<file path="src/rtl/bin_to_bcd_seq_if.sv">
// Handshake and result bundle between a value producer and the sequential
// binary-to-BCD converter.
interface bin_to_bcd_seq_if #(
    parameter int DIGITS = 6
);
    logic                  i_start;
    logic [31:0]           i_bin;
    logic                  i_signed;
    logic                  o_busy;
    logic                  o_done;
    logic [4*DIGITS-1:0]   o_bcd;
    logic                  o_sign;
    logic                  o_overflow;

    modport master (
        output i_start,
        output i_bin,
        output i_signed,
        input  o_busy,
        input  o_done,
        input  o_bcd,
        input  o_sign,
        input  o_overflow
    );

    modport slave (
        input  i_start,
        input  i_bin,
        input  i_signed,
        output o_busy,
        output o_done,
        output o_bcd,
        output o_sign,
        output o_overflow
    );
endinterface

</file>
<file path="src/rtl/bin_to_bcd_seq.sv">
// Sequential 32-bit binary to packed BCD converter (shift-and-add-3), one
// iteration per clock, with sign and overflow flags for the display path.
module bin_to_bcd_seq #(
    parameter int DIGITS = 6
) (
    input  logic               clk_i,
    input  logic               rst,
    bin_to_bcd_seq_if.slave    bus
);
    localparam int BCD_W = 4 * DIGITS;

    typedef enum logic [1:0] {
        ST_IDLE  = 2'd0,
        ST_SHIFT = 2'd1,
        ST_DONE  = 2'd2
    } state_t;

    state_t             state_q, state_d;
    logic [31:0]        mag_q, mag_d;
    logic [39:0]        acc_q, acc_d;
    logic [4:0]         count_q, count_d;
    logic               sign_q, sign_d;
    logic               busy_q, busy_d;
    logic               done_q, done_d;
    logic [BCD_W-1:0]   bcd_q, bcd_d;
    logic               osign_q, osign_d;
    logic               ovf_q, ovf_d;

    logic [39:0]        adj_s;
    logic [39:0]        acc_sh_s;
    logic [31:0]        mag_sh_s;
    logic               cap_sign_s;

    // Add 3 to every BCD digit of the accumulator that is 5 or more.
    function automatic logic [39:0] add3_all(input logic [39:0] a);
        logic [39:0] r;
        r = a;
        for (int i = 0; i < 10; i++) begin
            if (a[4*i +: 4] >= 4'd5) begin
                r[4*i +: 4] = a[4*i +: 4] + 4'd3;
            end else begin
                r[4*i +: 4] = a[4*i +: 4];
            end
        end
        return r;
    endfunction

    // OR of all accumulator bits above the presented digits; constant 0 at DIGITS=10.
    function automatic logic hi_nonzero(input logic [39:0] a);
        logic r;
        r = 1'b0;
        for (int i = 0; i < 40; i++) begin
            if (i >= BCD_W) begin
                r = r | a[i];
            end else begin
                r = r;
            end
        end
        return r;
    endfunction

    // Next-state and datapath logic for one double-dabble iteration per cycle.
    always_comb begin
        state_d   = state_q;
        mag_d     = mag_q;
        acc_d     = acc_q;
        count_d   = count_q;
        sign_d    = sign_q;
        busy_d    = busy_q;
        done_d    = 1'b0;
        bcd_d     = bcd_q;
        osign_d   = osign_q;
        ovf_d     = ovf_q;

        adj_s      = add3_all(acc_q);
        acc_sh_s   = {adj_s[38:0], mag_q[31]};
        mag_sh_s   = {mag_q[30:0], 1'b0};
        cap_sign_s = bus.i_signed & bus.i_bin[31];

        case (state_q)
            ST_IDLE: begin
                busy_d = 1'b0;
                if (bus.i_start) begin
                    sign_d  = cap_sign_s;
                    mag_d   = cap_sign_s ? (~bus.i_bin + 32'd1) : bus.i_bin;
                    acc_d   = 40'd0;
                    count_d = 5'd0;
                    busy_d  = 1'b1;
                    state_d = ST_SHIFT;
                end else begin
                    state_d = ST_IDLE;
                end
            end
            ST_SHIFT: begin
                acc_d   = acc_sh_s;
                mag_d   = mag_sh_s;
                count_d = count_q + 5'd1;
                busy_d  = 1'b1;
                // The result registers load from the final shifted value so
                // they are already valid during the DONE cycle.
                if (count_q == 5'd31) begin
                    state_d = ST_DONE;
                    done_d  = 1'b1;
                    bcd_d   = acc_sh_s[BCD_W-1:0];
                    ovf_d   = hi_nonzero(acc_sh_s);
                    osign_d = sign_q;
                end else begin
                    state_d = ST_SHIFT;
                end
            end
            ST_DONE: begin
                state_d = ST_IDLE;
                busy_d  = 1'b0;
            end
            default: begin
                state_d = ST_IDLE;
                busy_d  = 1'b0;
            end
        endcase
    end

    // State, datapath and output registers with synchronous reset.
    always_ff @(posedge clk_i) begin
        if (rst) begin
            state_q <= ST_IDLE;
            mag_q   <= 32'd0;
            acc_q   <= 40'd0;
            count_q <= 5'd0;
            sign_q  <= 1'b0;
            busy_q  <= 1'b0;
            done_q  <= 1'b0;
            bcd_q   <= '0;
            osign_q <= 1'b0;
            ovf_q   <= 1'b0;
        end else begin
            state_q <= state_d;
            mag_q   <= mag_d;
            acc_q   <= acc_d;
            count_q <= count_d;
            sign_q  <= sign_d;
            busy_q  <= busy_d;
            done_q  <= done_d;
            bcd_q   <= bcd_d;
            osign_q <= osign_d;
            ovf_q   <= ovf_d;
        end
    end

    assign bus.o_busy     = busy_q;
    assign bus.o_done     = done_q;
    assign bus.o_bcd      = bcd_q;
    assign bus.o_sign     = osign_q;
    assign bus.o_overflow = ovf_q;
endmodule

</file>
<file path="src/flat_wrapper.sv">
// flat-port wrapper written by rule: the top's interface ports become plain ports
module bin_to_bcd_seq_flat 
#(
    parameter int DIGITS = 6
)
  (clk_i, rst, bus_i_start, bus_i_bin, bus_i_signed, bus_o_busy, bus_o_done, bus_o_bcd, bus_o_sign, bus_o_overflow);
  bin_to_bcd_seq_if #(.DIGITS(DIGITS)) bus_i ();
  input  logic clk_i;
  input  logic rst;
  input wire logic [$bits(bus_i.i_start)-1:0] bus_i_start;
  input wire logic [$bits(bus_i.i_bin)-1:0] bus_i_bin;
  input wire logic [$bits(bus_i.i_signed)-1:0] bus_i_signed;
  output wire logic [$bits(bus_i.o_busy)-1:0] bus_o_busy;
  output wire logic [$bits(bus_i.o_done)-1:0] bus_o_done;
  output wire logic [$bits(bus_i.o_bcd)-1:0] bus_o_bcd;
  output wire logic [$bits(bus_i.o_sign)-1:0] bus_o_sign;
  output wire logic [$bits(bus_i.o_overflow)-1:0] bus_o_overflow;
  assign bus_i.i_start = bus_i_start;
  assign bus_i.i_bin = bus_i_bin;
  assign bus_i.i_signed = bus_i_signed;
  assign bus_o_busy = bus_i.o_busy;
  assign bus_o_done = bus_i.o_done;
  assign bus_o_bcd = bus_i.o_bcd;
  assign bus_o_sign = bus_i.o_sign;
  assign bus_o_overflow = bus_i.o_overflow;
  bin_to_bcd_seq #(.DIGITS(DIGITS)) u_core (.clk_i(clk_i), .rst(rst), .bus(bus_i));
endmodule
</file>
<file path="config.mk">
export PLATFORM = sky130hd
export DESIGN_NAME = bin_to_bcd_seq_flat
export DESIGN_NICKNAME = d
export VERILOG_FILES = /design/src/rtl/bin_to_bcd_seq_if.sv /design/src/rtl/bin_to_bcd_seq.sv /design/src/flat_wrapper.sv
export SDC_FILE = /design/constraint.sdc
export NUM_CORES = 1
export LEC_CHECK = 0
export BUFFER_PORTS_ARGS = -buffer_cell sky130_fd_sc_hd__clkbuf_2
export CAP_MARGIN = 0
export CORE_ASPECT_RATIO = 0.8
export CORE_MARGIN = 2
export CORE_UTILIZATION = 59
export DETAILED_ROUTE_END_ITERATION = 6
export PLACE_DENSITY = 0.8
export SYNTH_ARGS = -nofsm -noshare
export SYNTH_HDL_FRONTEND = slang
export SYNTH_SLANG_ARGS = --single-unit
</file>
<file path="constraint.sdc">
create_clock -name clk_i -period 2.03 [get_ports clk_i]
set_input_delay 0.203 -clock clk_i [delete_from_list [all_inputs] [get_ports clk_i]]
set_output_delay 0.203 -clock clk_i [all_outputs]
set_load 0.01 [all_outputs]
</file>
Word level (Yosys, flattened, before mapping)
Cells that the tools add are included.
{ "word_totals": {"regBits": 108, "wordCells": 115} }
{ "op_classes": {"n_eq_ne": 3, "addsub": 12, "muxes": 55, "reduce_logical": 6, "order_cmp": 10, "bitwise": 19} }
{ "op_table": {"columns": ["operator", "count"], "rows": [
  ["40-bit case mux with 2 select lines", 1],
  ["32-bit two-way mux", 2],
  ["32-bit case mux with 2 select lines", 1],
  ["4-bit by 3-bit greater-or-equal comparator with 1-bit output (second input constant)", 10],
  ["40-bit two-way mux", 1],
  ["4-bit by 2-bit adder with 4-bit output (second input constant)", 9],
  ["4-bit two-way mux", 9],
  ["1-bit two-way mux", 35],
  ["32-bit by 1-bit adder with 32-bit output (second input constant)", 1],
  ["32-bit inverter", 1],
  ["1-bit bitwise OR", 16],
  ["5-bit case mux with 2 select lines", 1],
  ["2-bit AND reduction", 3],
  ["5-bit by 1-bit adder with 5-bit output (second input constant)", 1],
  ["5-bit == test (second input constant)", 1],
  ["5-bit two-way mux", 1],
  ["2-bit case mux with 2 select lines", 1],
  ["3-bit by 2-bit adder with 3-bit output (second input constant)", 1],
  ["3-bit two-way mux", 1],
  ["2-bit by 1-bit == test with 1-bit output (second input constant)", 1],
  ["2-bit logical NOT", 1],
  ["2-bit two-way mux", 1],
  ["2-bit != test (second input constant)", 1],
  ["1-bit case mux with 2 select lines", 1],
  ["4 further kinds", 4]
]} }

Logic depth before layout (Yosys ltp)
{ "depth": {"ltp_word": 49, "ltp_mapped": 8} }

Worst setup path after synthesis
Ideal clock, no wire load.
{ "synth_timing": {"path_kind": "reg-to-reg", "startpoint": "register u_core.count_q[0]", "endpoint": "register u_core.ovf_q, in the netlist u_core.bus.o_overflow", "slack_ns": 0.253, "path_stages_with_launch": 9, "setup_ns": 0.132, "arrival_ns": 1.645, "required_time_ns": 1.898, "synth_period_minus_slack_ns": 1.777, "n_path_buf": 1, "path_cell_list": "dfxtp_1 -> ha_1 -> and3_1 -> ha_1 -> and2_1 -> clkbuf_1 -> nand4_1 -> a2111oi_0 -> a31oi_1"} }
{ "synth_between": {"elab_chain_len": 2} }
{ "synth_rtl": {"columns": ["item", "line", "rtl"], "rows": [
  ["start: declaration", "bin_to_bcd_seq.sv:21", "logic [4:0] count_q, count_d;"],
  ["start signal: assignment", "bin_to_bcd_seq.sv:139", "count_q <= count_d;"],
  ["5-bit == test", "bin_to_bcd_seq.sv:101", "if (count_q == 5'd31) begin"],
  ["2-bit AND reduction (no source line)", null, null],
  ["end signal: assignment", "bin_to_bcd_seq.sv:145", "ovf_q <= ovf_d;"],
  ["end: declaration", "bin_to_bcd_seq.sv:27", "logic ovf_q, ovf_d;"]
]} }
No other way between the ends.
A chain may end at the register's enable or synchronous reset.

Worst setup path in the final report
{ "layout_timing": {"startpoint": "register u_core.acc_q[24]", "endpoint": "register u_core.ovf_q, in the netlist u_core.bus.o_overflow"} }
{ "layout_between": {"elab_chain_len": 45} }
{ "layout_rtl": {"columns": ["item", "line", "rtl"], "rows": [
  ["start: declaration", "bin_to_bcd_seq.sv:20", "logic [39:0] acc_q, acc_d;"],
  ["start signal: assignment", "bin_to_bcd_seq.sv:127", "acc_q <= 40'd0;"],
  ["start signal: assignment", "bin_to_bcd_seq.sv:138", "acc_q <= acc_d;"],
  ["4-bit by 2-bit adder with 4-bit output / 4-bit by 3-bit greater-or-equal comparator with 1-bit output (equally long branches)", "bin_to_bcd_seq.sv:40, bin_to_bcd_seq.sv:39", null],
  ["4-bit two-way mux (*)", "bin_to_bcd_seq.sv:39", "if (a[4*i +: 4] >= 4'd5) begin"],
  ["1-bit bitwise OR", "bin_to_bcd_seq.sv:54", "r = r | a[i];"],
  ["1-bit two-way mux", "bin_to_bcd_seq.sv:101", null],
  ["1-bit two-way mux", "bin_to_bcd_seq.sv:80", "case (state_q)"],
  ["1-bit bitwise OR", "bin_to_bcd_seq.sv:54", null],
  ["1-bit two-way mux", "bin_to_bcd_seq.sv:101", null],
  ["1-bit two-way mux", "bin_to_bcd_seq.sv:80", null],
  ["[29 not listed]", null, null],
  ["1-bit two-way mux (*)", "bin_to_bcd_seq.sv:80", null],
  ["1-bit bitwise OR (*)", "bin_to_bcd_seq.sv:54", null],
  ["1-bit two-way mux (*)", "bin_to_bcd_seq.sv:101", null],
  ["1-bit two-way mux (*)", "bin_to_bcd_seq.sv:80", null],
  ["1-bit bitwise OR (*)", "bin_to_bcd_seq.sv:54", null],
  ["1-bit two-way mux (*)", "bin_to_bcd_seq.sv:101", null],
  ["1-bit two-way mux (*)", "bin_to_bcd_seq.sv:80", null],
  ["1-bit bitwise OR (*)", "bin_to_bcd_seq.sv:54", null]
]} }
Every way passes the cells marked *; elsewhere a longest branch is shown, timed or not. The select of a mux whose other input is x is not followed.

==> out/qor.txt <==
Syn. warnings = 0
Largest net degree at the start of global routing = 49
CTS H-tree lvls = 3
Via count = 5210
Net Sw Frac = 0.260
CP Buf/Inv Count = 1
I/O Buffers = 63
Status = finished, final reports clean
Drt via density = 6.12
GPL Wtd Cong = 0.932
DP Wirelength = 8900 um
CTS tree = yes
Worst reg2reg path endpoint = u_core.bus.o_overflow
Number of global-route vias before repair = 4871
Total CTS buffers = 9
Critical hold path startpoint = bus_i_bin[18]
Leak Pwr = 2.33 nW
Layout cell share with drive strength beyond 1 = 0.143
Yosys cell types = 52
Hold WC Path Type = in -> reg
Worst skew pair latency = 350 ps
CP Data Arrival Time = 2170 ps
Post-synth top cells = dfxtp_1 (108), nor2_1 (62), nand2_1 (54)
Worst R2R Start = u_core.acc_q[24]
First-pass iteration count of the detailed router = 7
Sequential element share of the synthesized area = 0.379
CTS max path bufs = 2
Worst r2r path cells = 7
DRT iter0 DRCs = 497
Final Cycle Share = 0.956
#FFs+latches synth = 108
Die Ht = 91.9 um
Max IR drop VDD = 0.000522 V
Critical-path cell list = inv_1 -> ha_1 -> nor2b_1 -> o21ai_0 -> o22ai_1 -> a2111oi_0 -> a31oi_1
Core Footprint = 0.00953 mm2
Die W = 114 um
Mapped Area = 0.00570 mm2
Fmax = 515 MHz
Post-CTS sizing = 0
Clock tree sinks = 108
Pwr dens = 679 mW/mm2
Cell taking the most area after synthesis = dfxtp_1
Die area = 0.0105 mm2
Detail-routed net length per standard cell = 15.3 um
Startpoint types = flop
Diode count = 0
End point of the worst hold path = u_core.mag_q[18]
Overflow left after global routing = 0
Crit path capture type = flop
Area Overhead vs Synth = 12.4%
WHS Path Cells = 3
Count leader, synth = dfxtp_1
Hold WS = 157 ps
Pwr Total = 4.35 mW
Initial antenna violation count = 0
Largest cells by area after synthesis = dfxtp_1 (38%), a22oi_1 (6.2%), ha_1 (5.0%)
Max-slew violation count = 0
CP Data Required Time = 2260 ps
Syn nets = 745
Seq pwr share = 0.508
Total track usage = 0.259
Top_reg_cell synth = dfxtp_1
Post-synth top area share = 0.379
Post-synth EDFFs = 0
Final wirelength = 13100 um
Row count = 32
Fill count = 797
Setup bufs post-CTS = 0
Gate power share = 0.098
Slew @ Worst Pin = 544 ps
Ys async rst share = 0
CTS clk-pin slew, worst paths = 80 ps
Post-CTS Hold Buffers = 0
Internal cell power = 3.22 mW
DRC viols = 0
Net count, final = 787
Reg2reg setup slack = 90 ps
Post-route ant nets = 0
IO Pins = 64
Slew headroom = 0.634
Crit path kind = reg -> reg
Worst Skew = 9.71 ps
Clock power frac = 0.393
Clock root buffer = clkbuf_16
Fin. Hold Viols = 0
Initial core utilization = 0.598
Fin crit period = 1940 ps
Cells after Synth = 686
Synth Area per Inst = 8.31 um2
NetSw = 1.13 mW
Critical path's slowest cell = dfxtp_1
CP delay by family, top = compound AO/OA/AOI/OAI gates
Critical path peak fanout = 7
CP max stage delay = 450 ps
Global-route wire length before repair = 22300 um
Max-cap violations = 0
# setup viols final = 0
==> cells by family after synthesis <==
group                      count (synthesis)  synth area share
muxes                                     11            0.0195
AOI/OAI and AO/OA                        205             0.235
xor gates and xnor gates                  35            0.0538
buffers and inverters                     70            0.0524
and+or+nand+nor                          234             0.210
adders and majority gates                 23            0.0505
DFF                                      108             0.379
==> layout by cell type, fill, tap and decap left out, drive strengths merged, types with 17 or more instances in the layout <==
cell type / netlist / routed
inv: 22 / 24
o22ai: 24 / 24
nand2: 54 / 54
clkbuf: 30 / 73
xor2: 19 / 19
o21ai: 36 / 36
buf: 17 / 17
dfxtp: 108 / 108
ha: 23 / 23
nor3: 23 / 23
a22oi: 47 / 47
a21oi: 51 / 51
nor2: 62 / 62
==> layer usage <==
metal / routed length [um] / vias up / GRT usage
met4: 165 / 0 / 0.0772
met1: 5880 / 2467 / 0.335
met3: 677 / 17 / 0.0496
li1: - / 2564 / -
met5: 0 / - / 0
met2: 6350 / 162 / 0.439
==> worst register-to-register path, stage by stage, from the launching register on <==
cell	delay, ps
dfxtp_1	450
inv_1	70
ha_1	270
nor2b_1	180
o21ai_0	230
o22ai_1	130
a2111oi_0	360
a31oi_1	130
==> area by class of cell <==
class                      instances  area [um2]  area share
inverter                          22        82.6      0.0129
clock inverter                     5        45.0     0.00703
clock buffer                      11         243      0.0379
sequential                       108        2160       0.337
tap                              119         149      0.0232
multi-input combinational        508        3260       0.509
timing repair buffer              79         467      0.0728
==> power groups by stage <==
stage               Combinational (mW)  Clock [mW]  Sequential [mW]
finish                           0.429        1.71             2.21
global route                     0.475        1.81             2.22
CTS                              0.427        1.74             2.21
detailed placement               0.424           0             2.26
global placement                 0.413           0             2.26
floorplan                        0.287           0             2.25
==> worst max-delay path by stage <==
stage	startpoint	to	slack, ps	cells past startpoint
3_3_place_gp	u_core.acc_q[24]	u_core.bus.o_overflow	200	7
5_1_grt	u_core.acc_q[24]	u_core.bus.o_overflow	-5	7
6_report	u_core.acc_q[24]	u_core.bus.o_overflow	90	7
3_5_place_dp	u_core.acc_q[24]	u_core.bus.o_overflow	140	7
4_1_cts	u_core.count_q[0]	u_core.bus.o_bcd[8]	90	7
2_1_floorplan	u_core.count_q[0]	u_core.bus.o_overflow	250	8
==> registers in the layout, indices dropped and copies added (netlist names) <==
register / count
u_core.acc_q: 40
u_core.mag_q: 32
u_core.bus.o_bcd: 24
u_core.count_q: 5
u_core.state_q: 2
u_core.bus.o_busy: 1
u_core.bus.o_done: 1
u_core.bus.o_overflow: 1
u_core.bus.o_sign: 1
u_core.sign_q: 1
==> stage by stage <==
step                      instance area, um2  TNS (ps)  worst slack, ps  cells  utilization
after floorplan                         5700         0              253    686            -
final                                   6410         0             90.0    852        0.673
after detailed placement                6120         0              143    836        0.642
after global routing                    6410     -5.00            -5.00    852        0.673
after CTS                               6400         0             88.8    852        0.672
after global placement                  6120         0              205    836        0.642
Power figures use the tool's default switching activity.
